===== config.mk =====
export PLATFORM = sky130hd
export DESIGN_NAME = mem_port_arbiter
export DESIGN_NICKNAME = d
export VERILOG_FILES = /design/src/rtl/mem_port_arbiter.sv
export SDC_FILE = /design/constraint.sdc
export NUM_CORES = 1
export LEC_CHECK = 0
export ABC_CLOCK_PERIOD_IN_PS = 1400
export CAP_MARGIN = 20
export CORE_ASPECT_RATIO = 0.6
export CORE_MARGIN = 2
export CORE_UTILIZATION = 20
export DETAILED_ROUTE_END_ITERATION = 12
export PLACE_DENSITY = 0.79
export SYNTH_ARGS = -nofsm -noshare
export SYNTH_HDL_FRONTEND = slang
export SYNTH_SLANG_ARGS = --single-unit

===== constraint.sdc =====
create_clock -name clk -period 1.4 [get_ports clk]
set_input_delay 0.21 -clock clk [delete_from_list [all_inputs] [get_ports clk]]
set_output_delay 0.21 -clock clk [all_outputs]
set_load 0.02 [all_outputs]

===== src/rtl/mem_port_arbiter.sv =====
// rtl/mem_port_arbiter.sv - two-port round-robin arbiter for a single-ported memory
// Tags each read so the returned data is qualified to the port that issued it.
module mem_port_arbiter #(
  parameter int DATA_W   = 24,
  parameter int ADDR_W   = 11,
  parameter int READ_LAT = 1
) (
  input  logic              clk,
  input  logic              reset,
  input  logic              req0,
  input  logic              we0,
  input  logic [ADDR_W-1:0] addr0,
  input  logic [DATA_W-1:0] wdata0,
  output logic              gnt0,
  output logic              stall0,
  output logic              rvalid0,
  output logic [DATA_W-1:0] rdata0,
  input  logic              req1,
  input  logic              we1,
  input  logic [ADDR_W-1:0] addr1,
  input  logic [DATA_W-1:0] wdata1,
  output logic              gnt1,
  output logic              rvalid1,
  output logic [DATA_W-1:0] rdata1,
  output logic              mem_en,
  output logic              mem_we,
  output logic [ADDR_W-1:0] mem_addr,
  output logic [DATA_W-1:0] mem_wdata,
  input  logic [DATA_W-1:0] mem_rdata
);

  logic                last_gnt_q, last_gnt_d;
  logic [READ_LAT-1:0] tag_v_q, tag_v_d;
  logic [READ_LAT-1:0] tag_p_q, tag_p_d;
  logic                contend;
  logic                issue_rd;

  // last_gnt_q names the port that won the previous contention; the other one wins next.
  assign contend = req0 & req1;
  assign gnt0    = ~reset & req0 & (~req1 | last_gnt_q);
  assign gnt1    = ~reset & req1 & (~req0 | ~last_gnt_q);
  assign stall0  = req0 & ~gnt0;

  assign mem_en    = gnt0 | gnt1;
  assign mem_we    = gnt1 ? we1 : (gnt0 & we0);
  assign mem_addr  = gnt1 ? addr1 : addr0;
  assign mem_wdata = gnt1 ? wdata1 : wdata0;
  assign issue_rd  = mem_en & ~mem_we;

  assign rvalid0 = tag_v_q[READ_LAT-1] & ~tag_p_q[READ_LAT-1];
  assign rvalid1 = tag_v_q[READ_LAT-1] &  tag_p_q[READ_LAT-1];
  assign rdata0  = mem_rdata;
  assign rdata1  = mem_rdata;

  always_comb begin
    last_gnt_d = last_gnt_q;
    if (contend) begin
      last_gnt_d = gnt1;
    end
  end

  // Writes enter the pipe as invalid tags so read returns stay aligned with mem_rdata.
  always_comb begin
    tag_v_d    = '0;
    tag_p_d    = '0;
    tag_v_d[0] = issue_rd;
    tag_p_d[0] = gnt1;
    for (int i = 1; i < READ_LAT; i++) begin
      tag_v_d[i] = tag_v_q[i-1];
      tag_p_d[i] = tag_p_q[i-1];
    end
  end

  always_ff @(posedge clk) begin
    if (reset) begin
      last_gnt_q <= 1'b1;
      tag_v_q    <= '0;
      tag_p_q    <= '0;
    end else begin
      last_gnt_q <= last_gnt_d;
      tag_v_q    <= tag_v_d;
      tag_p_q    <= tag_p_d;
    end
  end

endmodule


==> After elaboration in Yosys (flattened, before gate mapping) <==
Index checks and enable logic that the tools add are counted.
{ "totals": {"in_bits": 100, "register_bits": 3, "out_inout_bits": 90, "wordCells": 26} }
{ "op_classes": {"bitwise_logic": 20, "mux": 3} }
{ "ops": {"columns": ["cell", "count"], "rows": [
  ["$mux W24", 1],
  ["$mux W11", 1],
  ["$and A1 B1 Y1", 10],
  ["$not A1 Y1", 7],
  ["$or A1 B1 Y1", 3],
  ["$mux W1", 1]
]} }

==> Depth between registers and ports, before layout <==
{ "logic_depth": {"ltp_word": 7, "depth_mapped": 4} }

==> Least setup slack after synthesis <==
No wires, ideal clock.
{ "synth_timing": {"path_type": "register -> output", "from": "register last_gnt_q", "to": "output port mem_wdata[14]", "path_slack_ps": -57, "required_time_ps": 1190, "stages_incl_launch_ff": 5, "arrival_ps": 1247, "path_buffers": 1, "path_cell_list": "dfxtp_1 > a21bo_4 > nor2_8 > buf_12 > mux2_4"} }
{ "synth_between": {"elab_chain_len": 4} }
{ "synth_lines": {"columns": ["item", "line", "source"], "rows": [
  ["from (decl)", "32", "logic last_gnt_q, last_gnt_d;"],
  ["from (signal assigned)", "80", "last_gnt_q <= last_gnt_d;"],
  ["$not A1 Y1", "41", "assign gnt1 = ~reset & req1 & (~req0 | ~last_gnt_q);"],
  ["$or A1 B1 Y1", "41", null],
  ["$and A1 B1 Y1", "41", null],
  ["via gnt1", "22", "output logic gnt1,"],
  ["$mux W24", "47", "assign mem_wdata = gnt1 ? wdata1 : wdata0;"],
  ["to (decl)", "28", "output logic [DATA_W-1:0] mem_wdata,"]
]} }
The timed path passes the listed nets, and every way through them passes these cells.

==> Worst setup path after layout <==
{ "layout_timing": {"from": "register last_gnt_q", "to": "output port mem_wdata[11]"} }
{ "layout_between": {"elab_chain_len": 4} }
{ "layout_lines": {"columns": ["item", "line"], "rows": [
  ["$not A1 Y1", "41"],
  ["$or A1 B1 Y1", "41"],
  ["$and A1 B1 Y1", "41"],
  ["$mux W24", "47"]
]} }
No other way between the ends.

==> flow_summary.ini <==
[sta]
post-route-period-util_pct = 131.3
worst_pin_slew_ps = 222.1
setup_tns_ps = -14530
finalWorstSetupSlack_ps = -438.0
fmax_ghz = 0.5441
period_minus_slack_ps = 1838
rsz0062_at_grt = yes
fin_skew_ps = 1.482
finalSetupViolations = 39
relSlewSlack_pct = 85.07
slew_violations = 0
finalHoldViolCount = 0

[floorplanning]
io_pins = 190
die_h_um = 62.09
initial_utilization_pct = 20.48
dieArea_um2 = 6260
design.core.area_um2 = 5492
rows = 21
dieWidth_um = 100.8

[global_route]
grt_pass1_vias = 989
use_met3_pct = 4.474
busiest_layer = met2
met2_usage_pct = 16.10
antenna_found_initial = 0
grt.total_usage_pct = 10.49
gr-total-overflow = 0
grt_max_degree = 16
grt_pass1_wl_mm = 5.119
use_met1_pct = 13.89

[critical_path]
crit_type = flop to output pin
worst_r2r_startpoint = last_gnt_q$_SDFFE_PP1P_
path_max_fanout = 5
cp.arrival_ps = 1630
crit_path_start = last_gnt_q$_SDFFE_PP1P_
critPathLaunchType = flop
worst_ep_required_time_ps = 1190
endpoint_kind = output pin

[cells_and_area]
layout.nets = 298
drive_gt1_share_pct = 52.28
final_cell_count_no_fill = 266
syn_to_final_growth_pct = 107.6
antenna_cells = 0
fin_util_pct = 42.52

[drt]
drc = 0
first_pass_iters = 4
ant_nets = 0
routed_via_density = 3.895
drtIter0Drc = 25
num_vias = 1036
routed_wl_mm = 3.842
wire_per_inst_um = 14.44

[placed_design]
place.gp.congestion = 0.6949
placed_cells = 252
io_buffer_count = 117
dp_hpwl_mm = 3.070

[cts]
cts.htree.levels = 1
cts_buffers = 3
cts_max_path_buffers = 2
clock-sinks = 3
cts_hold_buf = 0
clk_latency_ps = 210
cts-root-buf = clkbuf_8
clkTransAtPathRegs_ps = 30
cts_tree = built

[yosys]
syn_inst = 109
synth_area_per_cell_um2 = 10.32
ys_ff_latch = 3
syn-num-nets = 209
synth_cell_types = 22
syn-cell-area_um2 = 1125
synth_seq_area_share_pct = 5.339
ys_warn_count = 0

[power_and_ir_drop]
peakVddDrop_mv = 0.2583
p_leak_nw = 1.052
powerDensity_nw_per_um2 = 497.5

[run_status]
violations = setup timing
status = finished, violations left

[min_path]
min_from = mem_rdata[20]
holdCritPathClass = input pin to output pin

[run]
cap_violations = 0
layer usage:
metal / share of wire (%) / wire length [um] / up-vias
met5: 0 / 0 / -
met4: 0 / 0 / 0
met3: 11 / 438 / 0
met2: 47 / 1807 / 71
met1: 42 / 1595 / 467
li1: - / - / 498
state kept, by name, summed over array words and instances, names as in the netlist:
name / flops
tag_v_q: 1
last_gnt_q: 1
tag_p_q: 1
logic make-up (layout without fill, tap and decap cells):
kind of cell,count (synthesis),in the layout,synth area share (%)
buf+inv,53,141,38.15
mux,35,35,44.72
simple gates,12,12,7.231
compound gates,6,6,4.561
flops,3,3,5.339
critical path: stages, from the launching register on:
cell     delay (ps)
dfxtp_2         310
a21bo_4         230
nor2_8          170
buf_12          140
buf_16          120
mux2_4          310
buf_6           130
worst paths after layout:
check | endpoint | slack, ps | cells past startpoint
hold / removal | rdata0[20] | 420 | 0
hold reg to reg | tag_p_q$_SDFF_PP0_ | 670 | 3
setup / recovery | mem_wdata[11] | -440 | 6
setup reg to reg | tag_v_q$_SDFF_PP0_ | 150 | 4
cells in the mapped netlist (all sizes together):
cell type  instances  area share, %
and2               1           0.56
or2b               1           0.67
nor2b              1           0.56
nor2               5            3.1
nor3b              1           0.67
buf               52             38
nand2              1           0.33
o31ai              1           0.67
and3               1           0.67
a41o               1           0.89
o21ai              1           0.44
a21bo              1            1.4
inv                1           0.33
or3                1           0.67
dfxtp              3            5.3
a21oi              1           0.44
mux2              35             45
a21boi             1           0.67
where the power goes:
group / internal (W) / leakage [nW] / total (W) / switching [W]
clock network: 0.000194 / 0.0228 / 0.000246 / 0.0000523
registers: 0.0000919 / 0.0245 / 0.0000944 / 0.00000244
logic: 0.000535 / 1.00 / 0.000821 / 0.000287
total: 0.000820 / 1.05 / 0.00116 / 0.000341
final cells by class:
| cell class | count | area [um2] |
|---|---|---|
| inverters | 1 | 3.754 |
| repair buffers | 136 | 1471 |
| fillers | 522 | 3157 |
| flip-flops and latches | 3 | 61.31 |
| multi-input cells | 53 | 666.9 |
| clock buffers | 4 | 45.04 |
| well taps | 69 | 86.33 |
through the flow:
stage / area, um2 / hold WS [ps] / total power [W] / setup WS (ps)
after CTS: 2178 / 420.2 / 0.001100 / -506.4
after global routing: 2335 / 420.0 / 0.001221 / -478.8
after global placement: 2051 / 420.2 / 0.0008157 / -963.2
final: 2335 / 420.0 / 0.001162 / -438.0
after floorplan: 1126 / 310.3 / 0.0006133 / -52.06
after detailed placement: 2051 / 420.2 / 0.0008238 / -983.9
repair_timing:
action	CTS	global route
gates cloned	3	0
pin swaps	5	2
setup buffers	4	4
gates resized for setup	210	43
endpoints found under the setup margin	43	39
cell usage in the layout, fill, tap and decap left out, drive strengths merged, types with 3 or more instances in the layout:
cell | netlist | final
clkbuf | 0 | 4
buf | 52 | 58
dlygate4sd2 | 0 | 6
clkdlybuf4s50 | 0 | 72
dfxtp | 3 | 3
nor2 | 5 | 5
mux2 | 35 | 35
No activity file was read; power rests on OpenSTA's default activity.
